==> src/rtl/ex_muldiv_if.sv <==
// ex_muldiv_if: the EX-stage interface between the pipeline and the multiply/divide unit.
//   master modport (pipeline side):
//     drives    ex_valid, opcode_ex, func_ex, rs_val, rt_val
//     receives  stall_req, busy, hi, lo, mf_data
//   slave modport (ex_muldiv side): the same signals with the directions reversed.
interface ex_muldiv_if #(
  parameter int WIDTH = 32
);
  logic             ex_valid;
  logic [5:0]       opcode_ex;
  logic [5:0]       func_ex;
  logic [WIDTH-1:0] rs_val;
  logic [WIDTH-1:0] rt_val;
  logic             stall_req;
  logic             busy;
  logic [WIDTH-1:0] hi;
  logic [WIDTH-1:0] lo;
  logic [WIDTH-1:0] mf_data;

  modport master (
    output ex_valid, opcode_ex, func_ex, rs_val, rt_val,
    input  stall_req, busy, hi, lo, mf_data
  );

  modport slave (
    input  ex_valid, opcode_ex, func_ex, rs_val, rt_val,
    output stall_req, busy, hi, lo, mf_data
  );
endinterface

==> src/rtl/ex_muldiv.sv <==
// ex_muldiv: execute-stage iterative multiply/divide unit that owns the HI/LO registers.
// MULT/MULTU/DIV/DIVU run for WIDTH cycles in the background. MFHI/MFLO/MTHI/MTLO access
// HI/LO directly. A stall is requested when an HI/LO-dependent instruction reaches EX
// while an operation is still in flight.
// Ports:
//   clk  - pipeline clock; all state updates happen on the rising edge
//   rst  - synchronous, active-high reset; aborts any in-flight operation
//   bus  - ex_muldiv_if.slave:
//          ex_valid/opcode_ex/func_ex/rs_val/rt_val are the decoded EX instruction;
//          stall_req holds IF/ID/EX; busy is high while an op runs;
//          hi/lo are the HI/LO registers; mf_data is the MFHI/MFLO result.
module ex_muldiv #(
  parameter int WIDTH = 32
) (
  input logic        clk,
  input logic        rst,
  ex_muldiv_if.slave bus
);
  localparam int CW = $clog2(WIDTH);

  typedef enum logic {IDLE, BUSY} state_t;

  state_t             state_reg;
  logic [CW-1:0]      cnt_reg;
  logic               is_mul_reg;
  logic               res_neg_reg;
  logic               rem_neg_reg;
  logic               dz_reg;
  // Multiplicand for MUL, divisor for DIV (both as magnitudes).
  logic [WIDTH-1:0]   opb_reg;
  // MUL: {partial product high, multiplier shifting out}.
  // DIV: {remainder, quotient/dividend shifting}.
  logic [2*WIDTH-1:0] acc_reg;
  logic [WIDTH-1:0]   hi_reg;
  logic [WIDTH-1:0]   lo_reg;

  // Decode
  logic is_r, is_start, is_hilo, is_mthi, is_mtlo, is_mfhi, is_mflo;
  logic accept, busy_w, stall_w;
  logic start_signed, rs_neg, rt_neg;
  logic [WIDTH-1:0] rs_mag, rt_mag;

  assign is_r     = (bus.opcode_ex == 6'h00);
  assign is_start = is_r && (bus.func_ex[5:2] == 4'b0110);   // 18..1B
  assign is_hilo  = is_r && (bus.func_ex[5:2] == 4'b0100);   // 10..13
  assign is_mfhi  = is_r && (bus.func_ex == 6'h10);
  assign is_mthi  = is_r && (bus.func_ex == 6'h11);
  assign is_mflo  = is_r && (bus.func_ex == 6'h12);
  assign is_mtlo  = is_r && (bus.func_ex == 6'h13);

  assign busy_w  = (state_reg == BUSY);
  assign stall_w = bus.ex_valid && busy_w && (is_start || is_hilo);
  assign accept  = bus.ex_valid && !stall_w;

  // func bit 0 clear selects the signed variant (MULT 18, DIV 1A).
  assign start_signed = !bus.func_ex[0];
  assign rs_neg = start_signed && bus.rs_val[WIDTH-1];
  assign rt_neg = start_signed && bus.rt_val[WIDTH-1];
  assign rs_mag = rs_neg ? -bus.rs_val : bus.rs_val;
  assign rt_mag = rt_neg ? -bus.rt_val : bus.rt_val;

  // One iteration of the shift-add multiplier or the restoring divider.
  logic [WIDTH:0]     mul_sum;
  logic [WIDTH:0]     div_shift;
  logic [WIDTH:0]     div_diff;
  logic [2*WIDTH-1:0] acc_next;
  logic [2*WIDTH-1:0] prod_fix;
  logic [WIDTH-1:0]   quot_fix;
  logic [WIDTH-1:0]   rem_fix;

  always_comb begin
    mul_sum   = {1'b0, acc_reg[2*WIDTH-1:WIDTH]} + (acc_reg[0] ? {1'b0, opb_reg} : '0);
    div_shift = {acc_reg[2*WIDTH-1:WIDTH], acc_reg[WIDTH-1]};
    div_diff  = div_shift - {1'b0, opb_reg};
    acc_next  = acc_reg;
    if (is_mul_reg) begin
      acc_next = {mul_sum, acc_reg[WIDTH-1:1]};
    end else if (!div_diff[WIDTH]) begin
      acc_next = {div_diff[WIDTH-1:0], acc_reg[WIDTH-2:0], 1'b1};
    end else begin
      acc_next = {div_shift[WIDTH-1:0], acc_reg[WIDTH-2:0], 1'b0};
    end

    // Sign correction of the final step's result. A zero divisor leaves the dividend
    // magnitude in the remainder, so re-applying the dividend sign restores rs_val.
    prod_fix = res_neg_reg ? -acc_next : acc_next;
    quot_fix = dz_reg ? '1 :
               (res_neg_reg ? -acc_next[WIDTH-1:0] : acc_next[WIDTH-1:0]);
    rem_fix  = rem_neg_reg ? -acc_next[2*WIDTH-1:WIDTH] : acc_next[2*WIDTH-1:WIDTH];
  end

  always_ff @(posedge clk) begin
    if (rst) begin
      state_reg   <= IDLE;
      cnt_reg     <= '0;
      is_mul_reg  <= 1'b0;
      res_neg_reg <= 1'b0;
      rem_neg_reg <= 1'b0;
      dz_reg      <= 1'b0;
      opb_reg     <= '0;
      acc_reg     <= '0;
      hi_reg      <= '0;
      lo_reg      <= '0;
    end else begin
      case (state_reg)
        IDLE: begin
          if (accept && is_start) begin
            is_mul_reg  <= !bus.func_ex[1];
            res_neg_reg <= rs_neg ^ rt_neg;
            rem_neg_reg <= rs_neg;
            dz_reg      <= (bus.rt_val == '0);
            cnt_reg     <= '0;
            state_reg   <= BUSY;
            if (!bus.func_ex[1]) begin
              opb_reg <= rs_mag;
              acc_reg <= {{WIDTH{1'b0}}, rt_mag};
            end else begin
              opb_reg <= rt_mag;
              acc_reg <= {{WIDTH{1'b0}}, rs_mag};
            end
          end else if (accept && is_mthi) begin
            hi_reg <= bus.rs_val;
          end else if (accept && is_mtlo) begin
            lo_reg <= bus.rs_val;
          end
        end
        BUSY: begin
          acc_reg <= acc_next;
          cnt_reg <= cnt_reg + CW'(1);
          if (cnt_reg == CW'(WIDTH - 1)) begin
            state_reg <= IDLE;
            if (is_mul_reg) begin
              hi_reg <= prod_fix[2*WIDTH-1:WIDTH];
              lo_reg <= prod_fix[WIDTH-1:0];
            end else begin
              hi_reg <= rem_fix;
              lo_reg <= quot_fix;
            end
          end
        end
        default: state_reg <= IDLE;
      endcase
    end
  end

  assign bus.busy      = busy_w;
  assign bus.stall_req = stall_w;
  assign bus.hi        = hi_reg;
  assign bus.lo        = lo_reg;
  assign bus.mf_data   = (accept && is_mfhi) ? hi_reg :
                         (accept && is_mflo) ? lo_reg : '0;
endmodule

==> src/flat_wrapper.sv <==
// flat-port wrapper written by rule: the top's interface ports become plain ports
module ex_muldiv_flat 
#(
  parameter int WIDTH = 32
)
  (clk, rst, bus_ex_valid, bus_opcode_ex, bus_func_ex, bus_rs_val, bus_rt_val, bus_stall_req, bus_busy, bus_hi, bus_lo, bus_mf_data);
  ex_muldiv_if #(.WIDTH(WIDTH)) bus_i ();
  input logic clk;
  input logic rst;
  input wire logic [$bits(bus_i.ex_valid)-1:0] bus_ex_valid;
  input wire logic [$bits(bus_i.opcode_ex)-1:0] bus_opcode_ex;
  input wire logic [$bits(bus_i.func_ex)-1:0] bus_func_ex;
  input wire logic [$bits(bus_i.rs_val)-1:0] bus_rs_val;
  input wire logic [$bits(bus_i.rt_val)-1:0] bus_rt_val;
  output wire logic [$bits(bus_i.stall_req)-1:0] bus_stall_req;
  output wire logic [$bits(bus_i.busy)-1:0] bus_busy;
  output wire logic [$bits(bus_i.hi)-1:0] bus_hi;
  output wire logic [$bits(bus_i.lo)-1:0] bus_lo;
  output wire logic [$bits(bus_i.mf_data)-1:0] bus_mf_data;
  assign bus_i.ex_valid = bus_ex_valid;
  assign bus_i.opcode_ex = bus_opcode_ex;
  assign bus_i.func_ex = bus_func_ex;
  assign bus_i.rs_val = bus_rs_val;
  assign bus_i.rt_val = bus_rt_val;
  assign bus_stall_req = bus_i.stall_req;
  assign bus_busy = bus_i.busy;
  assign bus_hi = bus_i.hi;
  assign bus_lo = bus_i.lo;
  assign bus_mf_data = bus_i.mf_data;
  ex_muldiv #(.WIDTH(WIDTH)) u_core (.clk(clk), .rst(rst), .bus(bus_i));
endmodule
==> config.mk <==
export PLATFORM = sky130hd
export DESIGN_NAME = ex_muldiv_flat
export DESIGN_NICKNAME = d
export VERILOG_FILES = /design/src/rtl/ex_muldiv_if.sv /design/src/rtl/ex_muldiv.sv /design/src/flat_wrapper.sv
export SDC_FILE = /design/constraint.sdc
export NUM_CORES = 1
export LEC_CHECK = 0
export CAP_MARGIN = 0
export CORE_MARGIN = 2
export CORE_UTILIZATION = 54
export CTS_BUF_LIST = sky130_fd_sc_hd__clkbuf_2 sky130_fd_sc_hd__clkbuf_4 sky130_fd_sc_hd__clkbuf_8
export CTS_CLUSTER_DIAMETER = 30
export DETAILED_ROUTE_END_ITERATION = 10
export GPL_TIMING_DRIVEN = 0
export PLACE_DENSITY = 0.8
export RECOVER_POWER = 25
export SLEW_MARGIN = 20
export SYNTH_ARGS = -nofsm -noshare
export SYNTH_HDL_FRONTEND = slang
export SYNTH_SLANG_ARGS = --single-unit
==> constraint.sdc <==
create_clock -name clk -period 4.3 [get_ports clk]
set_input_delay 1.075 -clock clk [delete_from_list [all_inputs] [get_ports clk]]
set_output_delay 1.075 -clock clk [all_outputs]
set_load 0.01 [all_outputs]
==> flow_summary.yaml <==
power_and_ir_drop:
  power_leakage_nw: 8.302
  p_total_w: 0.003280
  peakVddDrop_uv: 195.3
  power_density_nw_per_um2: 153.1
clock_tree:
  cts.sinks: 170
  clock_path_buffers: 2
  htree_levels: 4
  cts_root_buf: "clkbuf_8"
  clock_latency_ps: 500
  cts_tree: "built"
  cts_inserted_buffers: 17
  clk_pin_slew_ps: 100
  ctsHoldBuffers: 0
global_routing:
  grt_pass1_wl_um: 115200
  antenna_found_initial: 6
  grt_overflow: 0
  grt_max_degree: 17
  grt_pass1_vias: 18470
  grt_usage_pct: 49.02
worst_setup_path:
  crit_path_end_kind: "flip-flop"
  worstPathRequired_ps: 4680
  crit_buf_inv: 6
  critPathSlowestCell: "or4_4"
  cp_cell_sequence: "inv_1 > ha_4 > nand4_1 > nor3_2 > a2bb2oi_4 > and3_4 > buf_6 > a211oi_4 > buf_12 > buf_6 > mux2i_4 > o21ai_4 > or4_4 > nor4_4 > buf_4 > buf_4 > a31oi_1 > xnor2_1 > o21ai_1"
  cp_top_family: "simple AND/OR/NAND/NOR gates"
  slowest_delay_ps: 620
  path_class: "reg2reg"
  arrival_ps: 5040
  worstPathMaxFanout: 6
  startpoint_type: "flip-flop"
logic_synthesis:
  syn_area_per_cell_um2: 7.193
  syn_inst: 2262
  synth_flop_cell: "dfxtp_1"
  synth_area_leaders: "dfxtp_1 21%, nor2_1 7.0%, a21oi_1 6.6%, mux2i_1 5.4%, ha_1 5.4%"
  synth-seq-cells: 170
  yosysWarnings: 0
  synth_area_um2: 16270
  ys_seq_area_share_pct: 20.92
  synthesis.nets: 2413
  netlist.area_leader.share_pct: 20.92
  async_flop_share_pct: 0
  yosysUniqueCellTypes: 102
  synth_top_area_cell: "dfxtp_1"
  synth_edf_count: 0
floorplan:
  dieArea_um2: 31530
  core_um2: 29640
  die_height_um: 177.6
  num_rows: 63
  die_w_um: 177.6
  io_pins: 177
  initial_utilization_pct: 54.90
sta:
  setup_viol: 40
  fin_crit_sh_pct: 108.2
  hold_slack_ps: 485.9
  finalHoldViolCount: 0
  rsz0062_at_grt: "yes"
  finalWorstSetupSlack_ps: -353.1
  tns_ps: -5278
  maxSlewHeadroom_pct: 18.54
  timing.fmax_mhz: 214.9
  worst_slew_pin_slew_ps: 1222
  drv_slew: 0
  fin_crit_ps: 4653
  fin_skew_ps: 21.51
drt:
  viasPerCell: 7.019
  postRouteAntennaNets: 0
  num_vias: 20760
  drtPass1Iterations: 7
  wire_per_inst_um: 27.55
  drc: 0
  first_iter_violations: 3527
  wl_um: 81510
cells_and_area:
  largest_reg_flops: 64
  drive_gt1_share_pct: 20.63
  fin_nets: 2702
  final_common_cell: "nor2_1"
  num-fill-cells: 2325
  syn_to_final_growth_pct: 31.70
  final_cell_mix: "290 x nor2_1, 218 x nand2_1, 188 x a21oi_1"
run:
  maxCapViolations: 0
place:
  place.gp.congestion: 1.055
  hpwlAfterDp_um: 60970
  io_buffers: 172
outcome:
  violations: "negative setup slack"
  status: "finished, violations left"
hold_path:
  min_path_type: "reg2reg"
## timing repair
item | 4_1_cts | 5_1_grt
endpoints found under the setup margin | 109 | 75
pin swaps | 83 | 106
gates cloned | 3 | 0
gates resized for setup | 333 | 231
hold endpoints to repair | 0 | 0
buffers inserted | 67 | 49
## logic make-up (layout without fill, tap and decap cells)
logic type,count (synthesis),in the layout,share of synthesized area [%]
compound gates,681,681,27.74
xor+xnor,155,155,8.344
fa+ha+maj,72,72,5.629
buf+inv,220,522,5.398
flops,170,170,20.92
mux,108,108,6.813
other cells,0,4,0
simple gates,856,856,25.16
## power by group
part | total, W | internal [W] | switching, W
clock | 0.00122 | 0.000536 | 0.000684
combinational | 0.000494 | 0.000179 | 0.000316
sequential | 0.00157 | 0.00156 | 0.000000630
## per-stage QoR
step	utilization, %	area (um^2)	cells	setup slack [ps]
finish	72.30	21430	2958	-353.1
global route	72.28	21420	2956	-423.9
CTS	67.80	20100	2917	-257.1
detailed placement	62.41	18500	2824	-1348
global placement	62.41	18500	2824	-1293
floorplan	-	16290	2262	15.35
## worst paths after layout
kind / start / to / slack, ps / cells after the start
worst max register to register: u_core.opb_reg[20]$_SDFFE_PP0P_ / u_core.bus.hi[28]$_SDFFE_PP0P_ / -350 / 19
worst min-delay path: u_core.bus.hi[24]$_SDFFE_PP0P_ / u_core.bus.hi[24]$_SDFFE_PP0P_ / 490 / 2
worst max-delay path: u_core.opb_reg[20]$_SDFFE_PP0P_ / u_core.bus.hi[28]$_SDFFE_PP0P_ / -350 / 19
worst min register to register: u_core.bus.hi[24]$_SDFFE_PP0P_ / u_core.bus.hi[24]$_SDFFE_PP0P_ / 490 / 2
## cell usage after synthesis (32+ instances only)
cell type,number
xor2_1,82
nand2_1,227
dfxtp_1,170
clkbuf_1,110
ha_1,70
mux2i_1,88
nor3_1,61
nand3_1,41
o21ai_0,103
and2_1,47
inv_1,72
a21oi_1,213
o211ai_1,36
a211oi_1,49
a31oi_1,32
nor2_1,302
xnor2_1,73
## cell type report
| type | count | area [um^2] | share of cell area [%] |
|---|---|---|---|
| multi-input combinational | 1872 | 13530 | 63.12 |
| inverter | 74 | 287.8 | 1.343 |
| clock buffer | 18 | 241.5 | 1.127 |
| sequential | 170 | 3478 | 16.23 |
| timing repair buffer | 281 | 2565 | 11.97 |
| buffer | 135 | 670.6 | 3.130 |
| clock inverter | 14 | 161.4 | 0.7532 |
| tap | 390 | 488.0 | 2.277 |
| antenna | 4 | 10.01 | 0.04671 |
## metal layers
layer | global-route usage (%) | part of all wire (%) | up-vias
met1 | 63.17 | 37 | 9675
met5 | 0 | 0.082 | -
li1 | - | - | 8773
met2 | 68.22 | 39 | 1847
met4 | 27.05 | 7.0 | 4
met3 | 20.84 | 16 | 462
## worst min-delay path, stage by stage (launching register included)
cell and delay, ps:
dfxtp_1 330, nand2_1 60, a21oi_1 50
No activity file was read; power rests on OpenSTA's default activity.
==> variant, RTL diff (same flow settings) <==
`WIDTH` is set to 32 in 3 places; all go to 16.
--- a/src/rtl/ex_muldiv_if.sv
+++ b/src/rtl/ex_muldiv_if.sv
@@ -4,7 +4,7 @@
 //     receives  stall_req, busy, hi, lo, mf_data
 //   slave modport (ex_muldiv side): the same signals with the directions reversed.
 interface ex_muldiv_if #(
-  parameter int WIDTH = 32
+  parameter int WIDTH = 16
 );
   logic             ex_valid;
   logic [5:0]       opcode_ex;
--- a/src/rtl/ex_muldiv.sv
+++ b/src/rtl/ex_muldiv.sv
@@ -10,7 +10,7 @@
 //          stall_req holds IF/ID/EX; busy is high while an op runs;
 //          hi/lo are the HI/LO registers; mf_data is the MFHI/MFLO result.
 module ex_muldiv #(
-  parameter int WIDTH = 32
+  parameter int WIDTH = 16
 ) (
   input logic        clk,
   input logic        rst,
--- a/src/flat_wrapper.sv
+++ b/src/flat_wrapper.sv
@@ -1,7 +1,7 @@
 // flat-port wrapper written by rule: the top's interface ports become plain ports
 module ex_muldiv_flat 
 #(
-  parameter int WIDTH = 32
+  parameter int WIDTH = 16
 )
   (clk, rst, bus_ex_valid, bus_opcode_ex, bus_func_ex, bus_rs_val, bus_rt_val, bus_stall_req, bus_busy, bus_hi, bus_lo, bus_mf_data);
   ex_muldiv_if #(.WIDTH(WIDTH)) bus_i ();
Interface: changed (5 resized); port bits go from 177 to 97. The function was not compared with the original's and may differ.
==> variant against the original RTL <==
The run still ends with negative setup slack left. Largest power group unchanged. Highest routed layer is now met4. Combinational power down 59%. Area after synthesis shrank 51%. Largest cell class unchanged. Total power fell by 48%. Final area shrank 54%. Routed wire length shrank 64%. Worst setup slack better by 0.081 ns. Sequential cell count is 81 lower.
==> variant: results (changes against the original RTL) <==
Outcome: complete, but fails checks
Violated checks: negative setup slack
Cell-internal power: 1259 uW (-45%)
DRT iter0 DRCs: 1227 (-65%)
Clk network pwr share: 39.9% (+2.7 points)
Mapped Nets: 1160 (-52%)
Critical Path Max Stage Delay: 0.55 ns (-0.07 ns)
CTS HTree Levels: 3 (-1)
Final setup fails: 8 (-80%)
LEAKAGE: 0.003837 uW (-54%)
NumNets Final: 1294 (-52%)
Mux contribution to synthesized area: 6.347% (-0.47 points)
TritonRoute pass-1 iters: 8 (+1)
Critical Path AT: 4.82 ns (-0.22 ns)
Vias in the first global route: 8119 (-56%)
Num CTS Buffers: 9 (-8)
Post-DP Area: 9265 um^2 (-50%)
M1 GR Usage: 50.57% (-13 points)
Mean Syn Cell Area: 7.452 um^2 (+3.6%)
# resized after CTS: 88 (-74%)
Critical Path Sink: u_core.bus.hi[14]$_SDFFE_PP0P_
Number of flip-flops in the largest register: 32 (-50%)
Initial antenna violation count: 0 (-6)
Compound-Gate Fraction of Synth Area: 26.70% (-1.0 points)
First-pass GRT wire length: 45270 um (-61%)
GRT Resource Usage Total: 36.47% (-13 points)
Setup ws final: -0.2719 ns (+0.08121 ns)
Fill cells: 1298 (-44%)
-- variant: cell types whose count changed in the layout (fill, tap and decap cells not counted), sizes merged, moves of 37 or more --
cell,delta
clkbuf,-63
inv,-37
nand2,-123
xor2,-52
a21oi,-118
dfxtp,-81
buf,-109
o21ai,-82
nor2,-172
mux2i,-57
-- variant: metrics by stage --
step	setup TNS [ns]	hold slack, ns
2_1_floorplan	-0.2150	0.4363
3_3_place_gp	-22.17	0.4424
3_5_place_dp	-22.39	0.4608
4_1_cts	-0.7232	0.4791
5_1_grt	-2.460	0.4985
6_report	-1.268	0.4770
-- variant: area by class of cell --
class	instances	area, um^2	share of cell area (%)
clock inverters	5	85.08	0.8655
inverters	40	152.6	1.553
well taps	184	230.2	2.342
multi-input cells	882	6022	61.26
clock buffers	11	145.1	1.476
plain buffers	62	316.6	3.220
flip-flops and latches	89	1787	18.17
repair buffers	124	1092	11.11
